**src/rtl/cr_apb_bridge_pkg.sv**
```systemverilog
// Shared types and constants for the AHB-lite to APB3 bridge.
// slv_idx() extracts the APB slave index field from an address.
package cr_apb_bridge_pkg;

  typedef enum logic [2:0] {
    ST_IDLE,
    ST_SETUP,
    ST_ACCESS,
    ST_DONE,
    ST_ERR1,
    ST_ERR2
  } bridge_state_e;

  localparam logic [1:0] HTRANS_IDLE   = 2'b00;
  localparam logic [1:0] HTRANS_BUSY   = 2'b01;
  localparam logic [1:0] HTRANS_NONSEQ = 2'b10;
  localparam logic [1:0] HTRANS_SEQ    = 2'b11;

  localparam logic HRESP_OKAY  = 1'b0;
  localparam logic HRESP_ERROR = 1'b1;

  // lsb is the SLV_ADDR_LSB of the instance; sw is the index field width (<= 4)
  function automatic logic [3:0] slv_idx(input logic [63:0] addr,
                                         input int unsigned lsb,
                                         input int unsigned sw);
    return 4'((addr >> lsb) & ((64'd1 << sw) - 64'd1));
  endfunction

endpackage

```
**src/rtl/cr_apb_slv_decode.sv**
```systemverilog
// Slave index to one-hot APB select, flagging indices with no slave behind them.
module cr_apb_slv_decode #(
  parameter int NUM_SLV = 4
) (
  input  logic [3:0]         idx,
  output logic [NUM_SLV-1:0] sel,
  output logic               decode_err
);

  always_comb begin
    sel = '0;
    for (int i = 0; i < NUM_SLV; i++) begin
      sel[i] = (idx == 4'(i));
    end
    decode_err = ({28'd0, idx} >= 32'(NUM_SLV));
  end

endmodule

```
**src/rtl/cr_ahb2apb_bridge.sv**
```systemverilog
// AHB-lite slave to APB3 master bridge with NUM_SLV decoded slaves.
// Define CR_APB_TIMEOUT_EN to add the ACCESS watchdog and the timeout_flag port.
module cr_ahb2apb_bridge
  import cr_apb_bridge_pkg::*;
#(
  parameter int ADDR_W       = 32,
  parameter int DATA_W       = 32,
  parameter int NUM_SLV      = 4,
  parameter int SLV_ADDR_LSB = 12,
  parameter int TIMEOUT_CYC  = 256
) (
  input  logic                      clk,
  input  logic                      rst,
  input  logic                      hsel,
  input  logic [ADDR_W-1:0]         haddr,
  input  logic [1:0]                htrans,
  input  logic                      hwrite,
  input  logic [2:0]                hsize,
  input  logic [DATA_W-1:0]         hwdata,
  input  logic                      hready_in,
  output logic                      hreadyout,
  output logic                      hresp,
  output logic [DATA_W-1:0]         hrdata,
`ifdef CR_APB_TIMEOUT_EN
  output logic                      timeout_flag,
`endif
  output logic [ADDR_W-1:0]         paddr,
  output logic [NUM_SLV-1:0]        psel,
  output logic                      penable,
  output logic                      pwrite,
  output logic [DATA_W-1:0]         pwdata,
  input  logic [NUM_SLV*DATA_W-1:0] prdata,
  input  logic [NUM_SLV-1:0]        pready,
  input  logic [NUM_SLV-1:0]        pslverr
);

  localparam int SW = (NUM_SLV > 1) ? $clog2(NUM_SLV) : 1;

  bridge_state_e       state;
  logic [3:0]          idx_live, idx_q;
  logic [NUM_SLV-1:0]  sel_live;
  logic                decode_err, xfer_req, accept;
  logic [DATA_W-1:0]   rdata_mux;
  logic                ready_mux, err_mux;
  logic                unused_hsize;

  // APB transfers are always full width, so the AHB size is not needed
  assign unused_hsize = ^hsize;

  always_comb begin
    xfer_req = 1'b0;
    case (htrans)
      HTRANS_NONSEQ, HTRANS_SEQ: xfer_req = 1'b1;
      HTRANS_IDLE, HTRANS_BUSY:  xfer_req = 1'b0;
    endcase
  end

  assign accept   = hsel & xfer_req & hready_in;
  assign idx_live = slv_idx(64'(haddr), SLV_ADDR_LSB, SW);

  cr_apb_slv_decode #(.NUM_SLV(NUM_SLV)) u_decode (
    .idx        (idx_live),
    .sel        (sel_live),
    .decode_err (decode_err)
  );

  always_comb begin
    rdata_mux = '0;
    ready_mux = 1'b0;
    err_mux   = 1'b0;
    for (int i = 0; i < NUM_SLV; i++) begin
      if (idx_q == 4'(i)) begin
        rdata_mux = prdata[i*DATA_W +: DATA_W];
        ready_mux = pready[i];
        err_mux   = pslverr[i];
      end
    end
  end

`ifdef CR_APB_TIMEOUT_EN
  localparam int CNT_W = $clog2(TIMEOUT_CYC + 1);
  logic [CNT_W-1:0] to_cnt;
`endif

  always_ff @(posedge clk or posedge rst) begin
    if (rst) begin
      state     <= ST_IDLE;
      idx_q     <= '0;
      hreadyout <= 1'b1;
      hresp     <= HRESP_OKAY;
      hrdata    <= '0;
      paddr     <= '0;
      psel      <= '0;
      penable   <= 1'b0;
      pwrite    <= 1'b0;
      pwdata    <= '0;
`ifdef CR_APB_TIMEOUT_EN
      to_cnt       <= '0;
      timeout_flag <= 1'b0;
`endif
    end else begin
      case (state)
        ST_IDLE, ST_DONE: begin
          state     <= ST_IDLE;
          psel      <= '0;
          penable   <= 1'b0;
          hreadyout <= 1'b1;
          hresp     <= HRESP_OKAY;
          if (accept) begin
            paddr     <= haddr;
            pwrite    <= hwrite;
            idx_q     <= idx_live;
            hreadyout <= 1'b0;
`ifdef CR_APB_TIMEOUT_EN
            timeout_flag <= 1'b0;
`endif
            if (decode_err) begin
              state <= ST_ERR1;
              hresp <= HRESP_ERROR;
            end else begin
              state <= ST_SETUP;
              psel  <= sel_live;
            end
          end
        end
        ST_SETUP: begin
          state   <= ST_ACCESS;
          penable <= 1'b1;
          pwdata  <= hwdata;
`ifdef CR_APB_TIMEOUT_EN
          to_cnt  <= CNT_W'(TIMEOUT_CYC - 1);
`endif
        end
        ST_ACCESS: begin
          if (ready_mux) begin
            psel    <= '0;
            penable <= 1'b0;
            if (err_mux) begin
              state <= ST_ERR1;
              hresp <= HRESP_ERROR;
            end else begin
              state     <= ST_DONE;
              hreadyout <= 1'b1;
              if (!pwrite) hrdata <= rdata_mux;
            end
          end else begin
`ifdef CR_APB_TIMEOUT_EN
            // watchdog: abandon the slave after TIMEOUT_CYC ACCESS cycles
            if (to_cnt == '0) begin
              psel         <= '0;
              penable      <= 1'b0;
              state        <= ST_ERR1;
              hresp        <= HRESP_ERROR;
              timeout_flag <= 1'b1;
            end else begin
              to_cnt <= to_cnt - CNT_W'(1);
            end
`endif
          end
        end
        ST_ERR1: begin
          state     <= ST_ERR2;
          hreadyout <= 1'b1;
          hresp     <= HRESP_ERROR;
        end
        ST_ERR2: begin
          state     <= ST_IDLE;
          hreadyout <= 1'b1;
          hresp     <= HRESP_OKAY;
        end
        default: state <= ST_IDLE;
      endcase
    end
  end

endmodule
```
**config.mk**
```make
export PLATFORM = sky130hd
export DESIGN_NAME = cr_ahb2apb_bridge
export DESIGN_NICKNAME = d
export VERILOG_FILES = /design/src/rtl/cr_apb_bridge_pkg.sv /design/src/rtl/cr_apb_slv_decode.sv /design/src/rtl/cr_ahb2apb_bridge.sv
export SDC_FILE = /design/constraint.sdc
export NUM_CORES = 1
export LEC_CHECK = 0
export CAP_MARGIN = 10
export CORE_ASPECT_RATIO = 0.6
export CORE_UTILIZATION = 37
export DETAILED_ROUTE_END_ITERATION = 12
export PLACE_DENSITY = 0.83
export SLEW_MARGIN = 20
export SYNTH_ARGS = -nofsm -noshare
export SYNTH_HDL_FRONTEND = slang
export SYNTH_SLANG_ARGS = --single-unit
export TNS_END_PERCENT = 1
```
**constraint.sdc**
```tcl
create_clock -name clk -period 3.8 [get_ports clk]
set_input_delay 0.38 -clock clk [delete_from_list [all_inputs] [get_ports clk]]
set_output_delay 0.38 -clock clk [all_outputs]
set_load 0.01 [all_outputs]
```
==> flow_summary.ini <==
[layout]
multiInputGateArea_mm2 = 0.00219
regArea_mm2 = 0.00268
drive_gt1_frac = 0.252
syn_to_final_growth_pct = 70.1
final_nets = 821
nFillCells = 996

[clock_tree]
clkLatencyLatePin_ns = 0.34
cts_root_buffer = clkbuf_16
cts_hold_buf = 0
cts.repair.resized = 0
cts-buffers-inserted = 9
cts_buffer_depth = 2
cts_tree = built
numClockSinks = 107
cts_max_level = 3
clkSlewWorstSetupHoldPaths_ns = 0.08
cts_setup_buffers = 0

[yosys]
syn_avg_cell_area_um2 = 16.3
ys_seq_area_frac = 0.534
syn_inst = 307
synth_area_mm2 = 0.00501
synthesis.nets = 517
synth_seq_cells = 107
ys_types = 36
synth_top_area_frac = 0.529
yosysWarnings = 0
synthTopCellsByArea = dfrtp_1 (53%), mux2_2 (20%), mux4_2 (16%)
synth_top_area_cell = dfrtp_1

[timing]
setup_viol = 0
holdWs_ns = 0.499
slew_violations = 0
rsz0062_at_grt = no
relSlewSlack = 0.370
tns_ns = 0
max_freq_ghz = 0.396
tightest_slew_ns = 0.944
finalHoldViolCount = 0
finalCriticalPeriod_ns = 2.53
skew_ns = 0.00707
period_share = 0.665

[worst_setup_path]
cp.required_ns = 4.03
criticalPathCategory = reg2reg
start_kind = flip-flop
arrival_ns = 2.75
crit_chain = mux4_2 > nand3_2 > mux2_1
reg2regPathDepth = 3
critPathMaxFanout = 32
crit_slowest_cell = dfrtp_2
endpoint_kind = flip-flop
crit_path_max_incr_delay_ns = 0.73

[detailed_routing]
drc_errors = 17
dr.pass1.iters = 11
postRouteAntennaNets = 0
wl_mm = 15.1
vias_per_cell = 4.90
dr.first_iter.drc_count = 82
wire_per_inst_um = 19.1
vias = 3855

[grt]
grt_max_degree = 68
grt_antenna_before_repair = 1
grt_usage = 0.220
grt_pass1_vias = 4252
grt_pass1_wl_mm = 23.6
grt_overflow = 0

[floorplan]
die_h_um = 92.2
initial_core_util = 0.385
dieArea_mm2 = 0.0140
ioPinCount = 314
row_count = 32
core_mm2 = 0.0130
die_width_um = 152

[place]
portBuffers = 309
gp_congestion = 0.890
hpwl_mm = 11.5

[run_status]
outcome = finished, violations left
violations = DRC

[pwr]
vdd_ir_drop_max_uv = 322
leakagePower_nw = 3.37
powerDensity_mw_per_mm2 = 698

[min_path]
hp-class = reg2reg
hold_depth = 1

[run]
maxCapViolations = 0
==> synth_stat cells (all sizes together) <==
cell / instances
o2bb2ai: 2
a32oi: 1
nor4b: 1
dfstp: 1
buf: 15
mux4: 35
o41ai: 1
nand2b: 3
o22ai: 1
o21a: 1
nor2b: 7
nor3: 1
dfrtp: 106
inv: 3
and3: 1
and2: 1
a21oi: 1
mux2: 96
nand4b: 1
nand3b: 1
a22oi: 1
nand3: 5
o21ai: 4
nor4: 1
nor3b: 1
nand2: 3
clkbuf: 5
a32o: 2
nor2: 5
or3: 1
==> worst max-delay path, delay by kind of cell (launching register included) <==
kind	cells	cell delay (ns)
and+or+nand+nor	1	0.69
DFF	1	0.73
muxes	2	0.97
==> power by group <==
part / internal [W] / switching, W / total [W]
Combinational: 0.00192 / 0.00107 / 0.00298
Sequential: 0.00168 / 0.000375 / 0.00206
Clock: 0.000461 / 0.000452 / 0.000913
Total: 0.00406 / 0.00190 / 0.00596
==> kinds of logic after synthesis <==
logic type | after synthesis | synth area share
and+or+nand+nor | 32 | 0.0429
muxes | 131 | 0.373
buffers and inverters | 23 | 0.0299
DFF | 107 | 0.534
AOI/OAI and AO/OA | 14 | 0.0202
==> area by class of cell <==
cell class / instances / share of cell area
Tap cell: 170 / 0.0249
Sequential cell: 107 / 0.314
Clock inverter: 6 / 0.00719
Clock buffer: 10 / 0.0268
Antenna cell: 1 / 0.000293
Timing Repair Buffer: 313 / 0.368
Multi-Input combinational cell: 177 / 0.257
Inverter: 3 / 0.00161
==> layer usage <==
| metal | track usage | share of wire | wire length, µm | vias to the layer above |
|---|---|---|---|---|
| met5 | 0 | 0 | 0 | - |
| met3 | 0.0884 | 0.094 | 1420 | 10 |
| met4 | 0.0374 | 0.0076 | 115 | 0 |
| met1 | 0.264 | 0.39 | 5820 | 1928 |
| met2 | 0.378 | 0.51 | 7700 | 144 |
| li1 | - | - | - | 1773 |
==> registers in the layout (all words and copies together) (netlist names) <==
name / flops
hrdata: 32
hreadyout: 1
hresp: 1
paddr: 32
penable: 1
psel: 4
pwdata: 32
pwrite: 1
state: 3
==> cell usage in the layout (no fill, tap or decap), types with 2 or more instances in the layout <==
master / Yosys / final
a32o_1: 2 / 2
buf_4: 3 / 3
clkbuf_16: 0 / 9
clkdlybuf4s50_1: 0 / 309
clkinv_4: 0 / 2
dfrtp_1: 106 / 104
dfrtp_2: 0 / 2
mux2_1: 5 / 5
mux2_2: 91 / 91
mux4_2: 35 / 35
nand2_1: 3 / 3
nand2b_1: 3 / 3
nand3_1: 4 / 4
nor2_1: 5 / 4
nor2b_1: 5 / 5
nor2b_4: 2 / 2
o21ai_0: 4 / 4
o2bb2ai_1: 2 / 2
==> per-stage QoR <==
stage	power (W)	area (µm²)	instances	utilization	setup slack (ns)
after CTS	0.00604	8530	786	0.655	1.16
after detailed placement	0.00510	8240	770	0.633	1.00
after global routing	0.00630	8530	787	0.655	1.03
final	0.00596	8530	787	0.655	1.27
after floorplan	0.00354	5010	307	-	0.604
after global placement	0.00500	8240	770	0.633	1.05
==> path summary, 6_finish.rpt <==
check / start / to / slack (ns)
worst max-delay path: paddr[12]$_DFFE_PP0P_ / hrdata[23]$_DFFE_PP0P_ / 1.27
worst min-delay path: paddr[0]$_DFFE_PP0P_ / paddr[0]$_DFFE_PP0P_ / 0.50
worst max register to register: paddr[12]$_DFFE_PP0P_ / hrdata[23]$_DFFE_PP0P_ / 1.27
worst min register to register: paddr[0]$_DFFE_PP0P_ / paddr[0]$_DFFE_PP0P_ / 0.50
max in group asynchronous: rst / paddr[20]$_DFFE_PP0P_ / 2.50
min in group asynchronous: rst / paddr[18]$_DFFE_PP0P_ / 0.58
Power figures use the tool's default switching activity.
